File: config.mk
export PLATFORM = sky130hd
export DESIGN_NAME = exec_ctrl_multi
export DESIGN_NICKNAME = d
export VERILOG_FILES = /design/src/rtl/exec_ctrl_multi.sv
export SDC_FILE = /design/constraint.sdc
export NUM_CORES = 1
export LEC_CHECK = 0
export CAP_MARGIN = 20
export CORE_MARGIN = 2
export CORE_UTILIZATION = 50
export DETAILED_ROUTE_END_ITERATION = 12
export GPL_TIMING_DRIVEN = 1
export HOLD_SLACK_MARGIN = 0.02
export PLACE_DENSITY = 0.82
export SETUP_SLACK_MARGIN = 0.15
export SLEW_MARGIN = 20
export SYNTH_ARGS = -nofsm -noshare
export SYNTH_HDL_FRONTEND = slang
export SYNTH_SLANG_ARGS = --single-unit
File: constraint.sdc
create_clock -name i_clk -period 3.96 [get_ports i_clk]
set_clock_uncertainty 0.2 [all_clocks]
set_input_delay 0.594 -clock i_clk [delete_from_list [all_inputs] [get_ports i_clk]]
set_output_delay 0.594 -clock i_clk [all_outputs]
set_load 0.02 [all_outputs]
File: src/rtl/exec_ctrl_multi.sv
// ---------------------------------------------------------------------------
// exec_ctrl_multi
//
// Execution controller for one compute core. A single start runs N tiles
// back to back. Each tile:
//   FEED  : streams operand-buffer read addresses, one per un-stalled cycle
//   FLUSH : fixed EXTRA_LATENCY-cycle pipeline flush
//   DRAIN : optional DRAIN_CYCLES-cycle partial-sum drain (psu_acc_en)
// A one-cycle tile_done marks each tile end. exec_done accompanies the
// tile_done of the last tile.
//
// Handshake: i_exec_start is a single-cycle request. It is accepted only in
// IDLE; o_busy is high from the first FEED cycle until the cycle after
// exec_done (or after an abort). There is no ready signal: a start seen
// while busy is dropped.
//
// Ports
//   i_clk, i_rst      clock, synchronous active-high reset
//   i_exec_start      start request (IDLE only)
//   i_exec_abort      abandon current job, back to IDLE next cycle
//   i_stall           freezes the FEED phase only
//   i_psu_acc_en      enable drain phase            (latched at start)
//   i_psu_depth       feed beats per tile minus one (latched at start)
//   i_n_tiles         tile count, 0 means 1         (latched at start)
//   i_rd_base         first read address            (loaded at start)
//   o_buf_valid_en    feed beat issued this cycle
//   o_rd_addr         registered read address
//   o_sys_buf_en      drain-phase enable
//   o_tile_done       end-of-tile pulse
//   o_exec_done       end-of-job pulse
//   o_busy            state != IDLE
//   o_dbg_state       current FSM state (IDLE=0 FEED=1 FLUSH=2 DRAIN=3)
// ---------------------------------------------------------------------------
module exec_ctrl_multi #(
  parameter int PSU_DEPTH_WIDTH = 9,
  parameter int EXTRA_LATENCY   = 51,
  parameter int DRAIN_CYCLES    = 4,
  parameter int TILE_CNT_WIDTH  = 8
) (
  input  logic                       i_clk,
  input  logic                       i_rst,
  input  logic                       i_exec_start,
  input  logic                       i_exec_abort,
  input  logic                       i_stall,
  input  logic                       i_psu_acc_en,
  input  logic [PSU_DEPTH_WIDTH-1:0] i_psu_depth,
  input  logic [TILE_CNT_WIDTH-1:0]  i_n_tiles,
  input  logic [PSU_DEPTH_WIDTH-1:0] i_rd_base,
  output logic                       o_buf_valid_en,
  output logic [PSU_DEPTH_WIDTH-1:0] o_rd_addr,
  output logic                       o_sys_buf_en,
  output logic                       o_tile_done,
  output logic                       o_exec_done,
  output logic                       o_busy,
  output logic [1:0]                 o_dbg_state
);

  typedef enum logic [1:0] {
    ST_IDLE  = 2'd0,
    ST_FEED  = 2'd1,
    ST_FLUSH = 2'd2,
    ST_DRAIN = 2'd3
  } state_t;

  localparam int FLUSH_W = $clog2(EXTRA_LATENCY + 1);
  localparam int DRAIN_W = $clog2(DRAIN_CYCLES + 1);
  localparam logic [FLUSH_W-1:0] FLUSH_LAST = FLUSH_W'(EXTRA_LATENCY - 1);
  localparam logic [DRAIN_W-1:0] DRAIN_LAST = DRAIN_W'(DRAIN_CYCLES - 1);

  state_t                     r_state;
  state_t                     w_state_next;
  logic [PSU_DEPTH_WIDTH-1:0] r_beat_cnt;
  logic [FLUSH_W-1:0]         r_flush_cnt;
  logic [DRAIN_W-1:0]         r_drain_cnt;
  logic [TILE_CNT_WIDTH-1:0]  r_tile_cnt;
  logic [TILE_CNT_WIDTH-1:0]  r_last_tile;   // n_tiles_eff - 1
  logic [PSU_DEPTH_WIDTH-1:0] r_depth;
  logic                       r_acc_en;
  logic [PSU_DEPTH_WIDTH-1:0] r_rd_addr;

  logic w_advance;    // beat actually advances address/counters
  logic w_tile_end;   // tile completes this cycle (never on an abort cycle)
  logic w_last_tile;

  assign w_last_tile = (r_tile_cnt == r_last_tile);

  always_comb begin
    w_state_next   = r_state;
    o_buf_valid_en = 1'b0;
    o_sys_buf_en   = 1'b0;
    o_tile_done    = 1'b0;
    o_exec_done    = 1'b0;
    w_advance      = 1'b0;
    w_tile_end     = 1'b0;

    case (r_state)
      ST_IDLE: begin
        if (i_exec_start) w_state_next = ST_FEED;
      end
      ST_FEED: begin
        o_buf_valid_en = ~i_stall;
        if (i_exec_abort) begin
          w_state_next = ST_IDLE;
        end else if (!i_stall) begin
          w_advance = 1'b1;
          if (r_beat_cnt == r_depth) w_state_next = ST_FLUSH;
        end
      end
      ST_FLUSH: begin
        if (i_exec_abort) begin
          w_state_next = ST_IDLE;
        end else if (r_flush_cnt == FLUSH_LAST) begin
          if (r_acc_en) w_state_next = ST_DRAIN;
          else          w_tile_end   = 1'b1;
        end
      end
      ST_DRAIN: begin
        o_sys_buf_en = 1'b1;
        if (i_exec_abort)                    w_state_next = ST_IDLE;
        else if (r_drain_cnt == DRAIN_LAST)  w_tile_end   = 1'b1;
      end
      default: w_state_next = ST_IDLE;
    endcase

    if (w_tile_end) begin
      o_tile_done = 1'b1;
      if (w_last_tile) begin
        o_exec_done  = 1'b1;
        w_state_next = ST_IDLE;
      end else begin
        w_state_next = ST_FEED;
      end
    end
  end

  always_ff @(posedge i_clk) begin
    if (i_rst) begin
      r_state     <= ST_IDLE;
      r_beat_cnt  <= '0;
      r_flush_cnt <= '0;
      r_drain_cnt <= '0;
      r_tile_cnt  <= '0;
      r_last_tile <= '0;
      r_depth     <= '0;
      r_acc_en    <= 1'b0;
      r_rd_addr   <= '0;
    end else begin
      r_state <= w_state_next;

      // Phase counters run only inside their phase and sit at zero otherwise,
      // so every FLUSH/DRAIN entry starts from zero without explicit loads.
      r_flush_cnt <= (r_state == ST_FLUSH) ? r_flush_cnt + FLUSH_W'(1) : '0;
      r_drain_cnt <= (r_state == ST_DRAIN) ? r_drain_cnt + DRAIN_W'(1) : '0;

      if (r_state == ST_IDLE && i_exec_start) begin
        r_depth     <= i_psu_depth;
        r_acc_en    <= i_psu_acc_en;
        r_last_tile <= (i_n_tiles == '0) ? '0 : i_n_tiles - TILE_CNT_WIDTH'(1);
        r_rd_addr   <= i_rd_base;
        r_beat_cnt  <= '0;
        r_tile_cnt  <= '0;
      end

      if (w_advance) begin
        r_rd_addr  <= r_rd_addr + PSU_DEPTH_WIDTH'(1);
        r_beat_cnt <= r_beat_cnt + PSU_DEPTH_WIDTH'(1);
      end

      // Next tile: address keeps running contiguously, only the beat count restarts.
      if (w_tile_end && !w_last_tile) begin
        r_tile_cnt <= r_tile_cnt + TILE_CNT_WIDTH'(1);
        r_beat_cnt <= '0;
      end
    end
  end

  assign o_rd_addr   = r_rd_addr;
  assign o_busy      = (r_state != ST_IDLE);
  assign o_dbg_state = r_state;

endmodule

After elaboration in Yosys (flattened, before gate mapping) --
Index checks and enable logic that the tools add are counted.
Storage, ports and cells: word-level logic and storage cells 75, bits in registers 55, input bits 32
Operators by class: $add $sub $neg 6, bitwise gates (word level) 3, eq/ne operators 13, reduce and logical (&&, ||, !) cells 12, muxes and demuxes 32
Operators with widths (count):
- 2-to-1 mux 9 bit | 4
- 2-to-1 mux 8 bit | 3
- adder 9 x 1 -> 9 bit (second input constant) | 2
- 2-to-1 mux 2 bit | 9
- inequality test 4 bit (second input constant) | 4
- 2-to-1 mux 1 bit | 14
- equality test 9 bit | 1
- adder 8 x 1 -> 8 bit (second input constant) | 1
- equality test 8 bit | 1
- logical NOT 8 bit | 1
- one-hot mux 2 bit (4 select lines) | 1
- subtractor 8 x 1 -> 8 bit (second input constant) | 1
- adder 6 x 1 -> 6 bit (second input constant) | 1
- equality test 6 bit (second input constant) | 1
- inequality test 3 bit (second input constant) | 2
- AND reduction 6 bit | 1
- nonzero test 2 bit | 3
- OR reduction 2 bit | 3
- equality test 2 bit (second input constant) | 2
- adder 3 x 1 -> 3 bit (second input constant) | 1
- equality test 3 x 2 -> 1 bit (second input constant) | 1
- inverter 1 bit | 3
- equality test 2 x 1 -> 1 bit (second input constant) | 1
- logical AND 1 bit | 2
- 3 further kinds | 3

Logic depth before layout (Yosys ltp) --
Gate-level depths: netlist (run 1).
word-level depth 6, mapped depth 8

Least setup slack after synthesis (run 1) --
Ideal clock, no wire load.
path type register to output, start point reg r_state[0] (netlist: o_dbg_state[0]), end point out o_exec_done, path slack 1.593 ns, buffers on the path 0, stages on the path, launching flop included 5, required time 3.166 ns, data arrival time 1.573 ns, cell sequence dfxtp_1 > nand4bb_1 > o41ai_2 > nand3_1 > nor3_1
On the way: cells in the longest elaborated chain, start to end 3, elaborated cells on any way between the ends 4, classes of those cells eq/ne: 2; mux: 2
Ends and longest elaborated chain:
- start: declaration | RTL line 70 | state_t r_state;
- start signal: assignment | RTL line 148 | r_state <= w_state_next;
- equality test 2 bit | RTL line 96 | case (r_state)
- one-hot mux 1 bit (2 select lines) (*) | RTL line 96
- 2-to-1 mux 1 bit (*) | RTL line 125 | if (w_tile_end) begin
- end: declaration | RTL line 53 | output logic o_exec_done,
Every way passes the cells marked *; elsewhere a longest branch is shown, timed or not.

Worst setup path after layout (run 1) --
Ends and elaborated chain as after synthesis.

==> out/qor.txt, run 1 <==
====================================================================================
Worst relative slew slack .............................................       0.5643
Post-layout util ......................................................       0.6260
Die X .................................................................     79.55 um
Vias per inst .........................................................        5.533
Hold Startpoint ....................................................... r_drain_cnt[0]
Final routed wire length divided by cell count ........................     13.34 um
Antenna cell count ....................................................            0
Post-synth top cells .................................................. 55 x dfxtp_1, 43 x nand2_1, 43 x nor2_1, 29 x a21oi_1, 20 x xnor2_1
Post-CTS Setup Bufs ...................................................            0
Half-perimeter wire length after placement ............................      4327 um
Remaining global-route overflow .......................................            0
Logic pwr share .......................................................        0.228
Placement row count ...................................................           27
Post-Synthesis Cells ..................................................          353
Last weighted congestion value of the routability-driven placer .......       0.8474
Latest clock arrival within the worst-skew pair .......................      0.31 ns
Initial antenna violation count .......................................            0
Pwr/cell area ......................................................... 351.9 nW/um^2
Worst Max-Slew Pin Slew ...............................................    0.6535 ns
CP Launch Point ....................................................... o_dbg_state[0]
Number of slew-limit violations in the final report ...................            0
Clock sink count ......................................................           55
Syn_nets ..............................................................          393
Number of vias in the routed layout ...................................         2573
Syn Std Cell Area .....................................................   2854 sq um
Root Buffer Master ....................................................     clkbuf_8
Final setup fails .....................................................            0
Cells after DPL .......................................................          458
Portion of total power attributed to the clock network ................        0.258
CP required ...........................................................      3.17 ns
Overall routed net length .............................................      6201 um
Startpoint types ......................................................     register
Hold-fix buffer count after cts .......................................            0
Final ANT Viol Nets ...................................................            0
Post-layout nets ......................................................          433
Number of flops mapped to enable cells by yosys .......................            0
First-pass GRT wire length ............................................     10560 um
DRC violation count after routing .....................................            0
Net Sw Frac ...........................................................       0.2961
Fraction of final layout cells sized beyond drive strength 1 ..........      0.06361
Proportion of synthesized flip-flops having asynchronous set or reset .            0
Internal power ........................................................    0.8539 mW
Count of cells resized by post-cts repair .............................            0
Cell Count, Final, Fillers Out ........................................          465
DR iter-0 viols .......................................................          200
Mapped Avg Cell Area ..................................................  8.085 sq um
Number of synthesized register bits ...................................           55
Cell types occupying the most area after synthesis .................... dfxtp_1 39%, xnor2_1 6.1%, nand2_1 5.7%
Core box area .........................................................   5507 sq um
Die Height ............................................................     79.55 um
Starting Density ......................................................       0.5183
Nature of the critical path endpoint .................................. primary output
Sum Neg Setup Slack ...................................................         0 ns
Global-route total usage across every layer ...........................       0.2060
Register clock-pin slew on the reported worst setup and hold paths ....      0.09 ns
Count of unique library cells instantiated by Yosys ...................           52
Net switching power of the design .....................................    0.3591 mW
Maximum number of pins on one net before global-route repair ..........           34
Via count of the first global-routing pass ............................         2421
Library cell with the highest instance count after synthesis ..........      dfxtp_1
Area of the die .......................................................   6328 sq um
Reg power frac ........................................................        0.514
Final count of hold timing violations .................................            0
Worst-case vdd ir drop ................................................    0.2133 mV
Cell taking the most area after synthesis .............................      dfxtp_1
Warning count from the yosys run ......................................            0
Timing-limited maximum frequency ......................................    306.0 MHz
Worst flop-to-flop path startpoint .................................... o_dbg_state[0]
Number of buffers added on ports ......................................           47
CTS Buffer Depth ......................................................            2
TritonCTS Buffers .....................................................            5
Total power of the final layout .......................................     1.213 mW
Signal arrival time at the worst endpoint .............................      2.47 ns
MaxCap Viol Count .....................................................            0
Area added between synthesis and finish ...............................       20.78%
Maximum fanout along the worst path ...................................           14
Period utilization ....................................................       0.8254
Most used DFF post-synth ..............................................      dfxtp_1
Status ................................................................ finished, final reports clean
Critical Setup Path Class ............................................. register to primary output
Post-synthesis sequential area ratio ..................................       0.3858
TritonCTS clock tree ..................................................         done
H-Tree Depth ..........................................................            2
Yosys top cell area share .............................................       0.3858
Final critical-path required period ...................................     3.268 ns
Hold_ws ...............................................................    0.2309 ns
Leakage Power .........................................................     1.279 nW
RSZ-0062 raised after global routing ..................................        false
Number of optimization iterations in the first detailed-route pass ....            5
Hold WC Path Type ..................................................... register to register
I/O pin count .........................................................           48
====================================================================================
[through the flow]
stage                     cell area [sq um]  setup slack [ns]
after floorplan                        2854             1.593
after global placement                 3364            0.8253
after detailed placement               3364            0.7760
after CTS                              3452            0.6573
after global routing                   3447            0.5420
final                                  3447            0.6915
[layout by cell type (no fill, tap or decap), types with 2 or more instances in the layout]
master           count
a21oi_1             29
o21ai_0             16
nor3_1               9
clkdlybuf4s50_1     46
inv_1               13
nand3_1             15
a31oi_1              2
and3_1               8
a22oi_1              8
or2_2                2
nand4_1              7
nor2_1              43
buf_4                3
clkbuf_8             6
nor3b_1              7
nor2_4               2
ha_1                 8
xnor2_1             20
nand3b_1             4
nand2b_1             7
nand2_1             43
or3_1                2
mux2_2               2
mux2i_1              2
dfxtp_1             55
xor2_1               6
[worst paths after layout]
| path | to | slack, ns | cells after the start |
|---|---|---|---|
| worst max-delay path | o_exec_done | 0.69 | 5 |
| worst min-delay path | r_drain_cnt[0] | 0.23 | 1 |
| worst max register to register | r_beat_cnt[0] | 1.76 | 5 |
| worst min register to register | r_drain_cnt[0] | 0.23 | 1 |
[cell type report]
| class | count | area [sq um] |
|---|---|---|
| fillers | 492 | 2059 |
| multi-input cells | 268 | 1632 |
| repair buffers | 50 | 488.0 |
| clock buffers | 6 | 82.58 |
| clock inverters | 1 | 5.005 |
| well taps | 72 | 90.09 |
| flip-flops and latches | 55 | 1101 |
| inverters | 13 | 48.80 |
[routing by layer]
layer  global-route usage  up-vias  part of all wire
met2               0.3353       68              0.46
met5                    0        -                 0
met3              0.03733        6             0.050
met1               0.2723     1196              0.48
li1                     -     1303                 -
met4              0.07414        0             0.013
[critical path, cell delays in order (launching register included)]
cell             delay, ns
dfxtp_1               0.44
nand4bb_1             0.29
o41ai_2               0.33
nand3_1               0.20
nor3_1                0.26
clkdlybuf4s50_1       0.64
[power groups by stage]
| stage | combinational [mW] | clock (mW) | sequential [mW] |
|---|---|---|---|
| 3_5_place_dp | 0.277 | 0 | 0.635 |
| 3_3_place_gp | 0.272 | 0 | 0.635 |
| 5_1_grt | 0.309 | 0.345 | 0.630 |
| 2_1_floorplan | 0.168 | 0 | 0.638 |
| 4_1_cts | 0.279 | 0.319 | 0.624 |
| 6_report | 0.277 | 0.313 | 0.624 |
[state kept, by name (all words and copies together) (netlist names)]
name and count:
o_dbg_state 2, o_rd_addr 9, r_beat_cnt 9, r_acc_en 1, r_last_tile 8, r_drain_cnt 3
r_flush_cnt 6, r_depth 9, r_tile_cnt 8
[logic make-up (layout without fill, tap and decap cells)]
kind of cell	count (synthesis)	in the layout	synth area share
compound gates	69	69	0.1495
xor+xnor	26	26	0.07979
flops	55	55	0.3858
fa+ha+maj	8	8	0.03507
simple gates	159	159	0.2815
buf+inv	30	70	0.04428
mux	6	6	0.02411
Power figures use the tool's default switching activity.
==> run 2, diff against run 1 <==
==> constraint.sdc (replaced) <==
create_clock -name i_clk -period 3.13 [get_ports i_clk]
set_clock_uncertainty 0.2 [all_clocks]
set_input_delay 0.4695 -clock i_clk [delete_from_list [all_inputs] [get_ports i_clk]]
set_output_delay 0.4695 -clock i_clk [all_outputs]
set_load 0.02 [all_outputs]
==> run 2 against run 1 <==
- critical path depth is 2 higher
- clock power up 35%
- global-route usage decreased by 0.58 points
- first-iteration DRC count fell by 14%
- combinational power up 34%
- total power rose by 30%
- sequential share of layout area down 0.52 points
- register-to-register slack lost 0.79 ns
- non-clock buffer count increased by 4
- sequential power up 25%
- count of clock-buffer cells in the layout increased by 2
- hold slack gained 0.0060 ns
- highest routed layer unchanged
==> out/qor.txt, run 2 (synthesis results as in run 1) <==
=================================================================================
Logic pwr share ....................................................        0.236
Final ANT Viol Nets ................................................            0
Reg-to-reg setup timing slack ......................................      0.97 ns
Pwr/cell area ...................................................... 449.5 nW/um^2
Remaining global-route overflow ....................................            0
Worst-case reg-to-reg path depth ...................................            5
CP Launch Point .................................................... r_flush_cnt[0]
Number of optimization iterations in the first detailed-route pass .            4
Final critical-path required period ................................     2.828 ns
CTS Buffer Depth ...................................................            2
Worst Max-Slew Pin Slew ............................................    0.4834 ns
Die Height .........................................................     79.55 um
Final setup slack of the worst path ................................    0.3020 ns
Status ............................................................. finished, final reports clean
Leakage Power ......................................................     1.307 nW
Period utilization .................................................       0.9035
Reg2reg end ........................................................ o_rd_addr[5]
Placement row count ................................................           27
Final routed wire length divided by cell count .....................     13.15 um
DR iter-0 viols ....................................................          171
Area added between synthesis and finish ............................       22.80%
Overall routed net length ..........................................      6182 um
Final setup fails ..................................................            0
Core box area ......................................................   5507 sq um
Vias per inst ......................................................        5.483
Hold WC Path Type .................................................. register to register
Internal power .....................................................     1.119 mW
Startpoint types ...................................................     register
Half-perimeter wire length after placement .........................      4419 um
Area of the die ....................................................   6328 sq um
Root Buffer Master .................................................     clkbuf_8
Sum Neg Setup Slack ................................................         0 ns
Die X ..............................................................     79.55 um
Post-CTS Setup Bufs ................................................            0
Nature of the critical path endpoint ............................... primary output
Clock sink count ...................................................           55
CP required ........................................................      2.46 ns
First-pass GRT wire length .........................................     10270 um
TritonCTS Buffers ..................................................            5
Critical Setup Path Class .......................................... register to primary output
TritonCTS clock tree ...............................................         done
Post-layout util ...................................................       0.6364
Register clock-pin slew on the reported worst setup and hold paths .      0.10 ns
Worst relative slew slack ..........................................       0.6778
Worst-case vdd ir drop .............................................    0.2708 mV
Maximum number of pins on one net before global-route repair .......           49
Placed cell area ...................................................   3395 sq um
Signal arrival time at the worst endpoint ..........................      2.16 ns
MaxCap Viol Count ..................................................            0
Number of buffers added on ports ...................................           47
Final non-filler cell area .........................................   3505 sq um
Worst flop-to-flop path startpoint ................................. o_dbg_state[1]
Latest clock arrival within the worst-skew pair ....................      0.31 ns
Global-route total usage across every layer ........................       0.2002
Final count of hold timing violations ..............................            0
Antenna cell count .................................................            0
Portion of total power attributed to the clock network .............        0.268
Initial antenna violation count ....................................            0
Place WS ...........................................................    0.3725 ns
Most common cell after layout, fill and taps aside .................      dfxtp_1
Number of inserted filler cells in the final layout ................          463
Number of slew-limit violations in the final report ................            0
Timing-limited maximum frequency ...................................    353.6 MHz
Maximum fanout along the worst path ................................            4
I/O pin count ......................................................           48
Last weighted congestion value of the routability-driven placer ....       0.8740
Number of vias in the routed layout ................................         2577
Starting Density ...................................................       0.5183
Net Sw Frac ........................................................       0.2895
Post-layout nets ...................................................          437
Reg power frac .....................................................        0.496
Commonest cells after routing, fill and taps aside ................. 55 x dfxtp_1, 46 x clkdlybuf4s50_1, 43 x nand2_1, 43 x nor2_1, 29 x a21oi_1
H-Tree Depth .......................................................            2
Via count of the first global-routing pass .........................         2353
Fraction of final layout cells sized beyond drive strength 1 .......      0.07035
DRC violation count after routing ..................................            0
Worst setup path end ...............................................  o_tile_done
RSZ-0062 raised after global routing ...............................        false
Net switching power of the design ..................................    0.4560 mW
=================================================================================
==> run 2: what timing repair did <==
item                                    in CTS  in global routing
hold buffers                                 0                  0
endpoints found under the hold margin        0                  0
pin swaps                                    0                  0
resized for setup                            1                  1
endpoints found under the setup margin       1                  2
==> run 2: critical path, stage by stage, from the launching register on <==
cell and delay (ns):
dfxtp_1 0.35, inv_1 0.07, ha_1 0.13, inv_1 0.06
o41ai_4 0.34, nand3_1 0.19, inv_1 0.12, clkdlybuf4s50_1 0.60
==> run 2: layout make-up <==
cell class | count | area [sq um] | area share
clock buffers | 8 | 100.1 | 0.02856
inverters | 13 | 48.80 | 0.01392
multi-input cells | 268 | 1643 | 0.4688
flip-flops and latches | 55 | 1101 | 0.3142
well taps | 72 | 90.09 | 0.02571
repair buffers | 54 | 521.8 | 0.1489
==> run 2: per-stage QoR <==
step	hold slack, ns	power (mW)	instances
floorplan	0.1992	1.020	353
global placement	0.2079	1.159	462
detailed placement	0.2263	1.166	462
CTS	0.2390	1.581	470
global route	0.2672	1.647	470
finish	0.2369	1.575	470
==> run 2: how the worst min path moves through the flow <==
stage / start / end / slack [ns] / cells after the start
floorplan: r_drain_cnt[0] / r_drain_cnt[0] / 0.20 / 1
global placement: r_drain_cnt[0] / r_drain_cnt[0] / 0.21 / 1
detailed placement: r_drain_cnt[0] / r_drain_cnt[0] / 0.23 / 1
CTS: r_drain_cnt[0] / r_drain_cnt[0] / 0.24 / 1
global route: r_drain_cnt[0] / r_drain_cnt[0] / 0.27 / 1
finish: r_drain_cnt[0] / r_drain_cnt[0] / 0.24 / 1
==> run 2: per-layer routing <==
layer | share of wire | vias up | track usage
li1 | - | 1313 | -
met5 | 0 | - | 0
met1 | 0.48 | 1188 | 0.2649
met2 | 0.46 | 69 | 0.3244
met3 | 0.045 | 7 | 0.04186
met4 | 0.014 | 0 | 0.06724
==> run 2: power by group through the flow <==
stage / clock (mW) / sequential [mW] / combinational, mW
floorplan: 0 / 0.807 / 0.212
global placement: 0 / 0.795 / 0.363
detailed placement: 0 / 0.796 / 0.370
CTS: 0.428 / 0.780 / 0.372
global route: 0.451 / 0.788 / 0.409
finish: 0.422 / 0.782 / 0.371
==> run 3, diff against run 2 <==
--- a/config.mk
+++ b/config.mk
@@ -6,6 +6,7 @@
 export NUM_CORES = 1
 export LEC_CHECK = 0
 export CAP_MARGIN = 20
+export CORE_ASPECT_RATIO = 1.5
 export CORE_MARGIN = 2
 export CORE_UTILIZATION = 50
 export DETAILED_ROUTE_END_ITERATION = 12
==> run 3 against run 2 <==
- register-to-register slack better by 0.02 ns
- total power fell by 1.6%
- count of clock-buffer cells in the layout is 3 lower
- non-clock buffer count grew 1
- global-route usage is 0.83 points higher
- critical path depth unchanged
- wire length increased by 1.2%
- final area is 0.18% lower
- worst setup slack got worse by 0.0018 ns
- via count about the same
- clock power shrank 6.4%
- utilization increased by 0.060 points
- critical path type unchanged
- critical endpoint unchanged
- largest power group unchanged
==> out/qor.txt, run 3 (synthesis results as in run 1) <==
=================================================================================
Met1 wire length ...................................................      2683 um
Number of vias in the routed layout ................................         2575
Routed length on met2 ..............................................      3267 um
CP required ........................................................      2.46 ns
Worst flop-to-flop path startpoint ................................. o_dbg_state[1]
Final ANT Viol Nets ................................................            0
Number of slew-limit violations in the final report ................            0
Final count of hold timing violations ..............................            0
Worst Max-Slew Pin Slew ............................................    0.7800 ns
Global-route total usage across every layer ........................       0.2085
Count of cells resized by post-cts repair ..........................            1
Final setup fails ..................................................            0
Nature of the critical path endpoint ............................... primary output
Vias per inst ......................................................        5.490
TritonCTS Buffers ..................................................            5
DR top layer .......................................................         met4
Met3 WL ............................................................       219 um
Register clock-pin slew on the reported worst setup and hold paths .      0.09 ns
CTS Buffer Depth ...................................................            2
Timing-limited maximum frequency ...................................    353.4 MHz
Cells after DPL ....................................................          461
Commonest cells after routing, fill and taps aside ................. 55 x dfxtp_1, 46 x clkdlybuf4s50_1, 43 x nand2_1, 43 x nor2_1, 29 x a21oi_1
Root Buffer Master .................................................     clkbuf_8
Status ............................................................. finished, final reports clean
Reg-to-reg setup timing slack ......................................      0.99 ns
Number of buffers added on ports ...................................           47
Area added between synthesis and finish ............................       22.58%
Pwr/cell area ...................................................... 442.9 nW/um^2
First-pass GRT wire length .........................................     10550 um
Post-CTS Setup Bufs ................................................            0
Hold_ws ............................................................    0.2366 ns
Hold Startpoint .................................................... r_drain_cnt[0]
CP Launch Point .................................................... r_flush_cnt[0]
Hold-fix buffer count after cts ....................................            0
TritonCTS clock tree ...............................................         done
Clock sink count ...................................................           55
Initial antenna violation count ....................................            0
Area of the die ....................................................   6341 sq um
Most common cell after layout, fill and taps aside .................      dfxtp_1
Remaining global-route overflow ....................................            0
Die Height .........................................................     96.53 um
Half-perimeter wire length after placement .........................      4686 um
Antenna cell count .................................................            0
Hold path cells ....................................................            1
Maximum number of pins on one net before global-route repair .......           28
Final routed wire length divided by cell count .....................     13.34 um
DR iter-0 viols ....................................................          118
Core box area ......................................................   5492 sq um
RSZ-0062 raised after global routing ...............................        false
Period utilization .................................................       0.9041
Leakage Power ......................................................     1.301 nW
Cell Count, Final, Fillers Out .....................................          469
Number of inserted filler cells in the final layout ................          487
Worst relative slew slack ..........................................       0.4783
Maximum fanout along the worst path ................................            4
Worst-case vdd ir drop .............................................    0.2217 mV
Latest clock arrival within the worst-skew pair ....................      0.31 ns
Die X ..............................................................     65.69 um
I/O pin count ......................................................           48
Last weighted congestion value of the routability-driven placer ....       0.8037
DRC violation count after routing ..................................            0
H-Tree Depth .......................................................            2
MaxCap Viol Count ..................................................            0
Signal arrival time at the worst endpoint ..........................      2.16 ns
Worst-case reg-to-reg path depth ...................................            5
Critical Setup Path Class .......................................... register to primary output
Startpoint types ...................................................     register
Hold WC Path Type .................................................. register to register
Overall routed net length ..........................................      6257 um
Starting Density ...................................................       0.5197
Fraction of final layout cells sized beyond drive strength 1 .......      0.07519
Placement row count ................................................           33
Sum Neg Setup Slack ................................................         0 ns
Number of optimization iterations in the first detailed-route pass .            4
Final critical-path required period ................................     2.830 ns
Via count of the first global-routing pass .........................         2458
Post-layout nets ...................................................          438
=================================================================================
==> run 3: cell types whose count changed in the layout (fill, tap and decap cells not counted) <==
cell        before  now
clkbuf_8         7    5
clkinvlp_4       0    2
buf_4            7    8
clkbuf_1         1    0
clkinv_2         0    1
==> run 3: cell type report <==
cell class	instances	area, sq um	area share
Sequential cell	55	1101	0.3147
Clock buffer	5	68.82	0.01967
Multi-Input combinational cell	268	1643	0.4696
Tap cell	70	87.58	0.02504
Timing Repair Buffer	55	529.3	0.1513
Inverter	13	48.80	0.01395
Clock inverter	3	20.02	0.005722
==> run 3: final timing paths <==
check / to
worst max-delay path: o_tile_done
worst min-delay path: r_drain_cnt[0]
worst max register to register: o_rd_addr[5]
worst min register to register: r_drain_cnt[0]
==> run 3: metal layers <==
layer,GRT usage,vias up
met5,0,-
met4,0.08160,0
met3,0.03360,6
met2,0.3771,53
met1,0.2429,1203
li1,-,1313
==> run 3: metrics by stage <==
stage               utilization  total power [mW]  instance area (sq um)  setup WS (ns)
floorplan                     -             1.020                   2854         0.8879
global placement         0.6190             1.162                   3400         0.4449
detailed placement       0.6190             1.170                   3400         0.4131
CTS                      0.6350             1.551                   3487         0.2605
global route             0.6370             1.615                   3498         0.1848
finish                   0.6370             1.550                   3498         0.3002
==> run 3: report_power, final <==
part / total, mW / internal [mW] / switching, mW / leakage, nW
registers: 0.780 / 0.741 / 0.0385 / 0.448
logic: 0.375 / 0.177 / 0.199 / 0.813
clock network: 0.395 / 0.156 / 0.238 / 0.0402
total: 1.55 / 1.07 / 0.475 / 1.30
==> run 3: critical path, cell delays in order (launching register included) <==
cell             delay (ns)
dfxtp_1                0.35
inv_1                  0.06
ha_1                   0.13
inv_1                  0.07
o41ai_4                0.34
nand3_1                0.17
inv_1                  0.11
clkdlybuf4s50_1        0.61
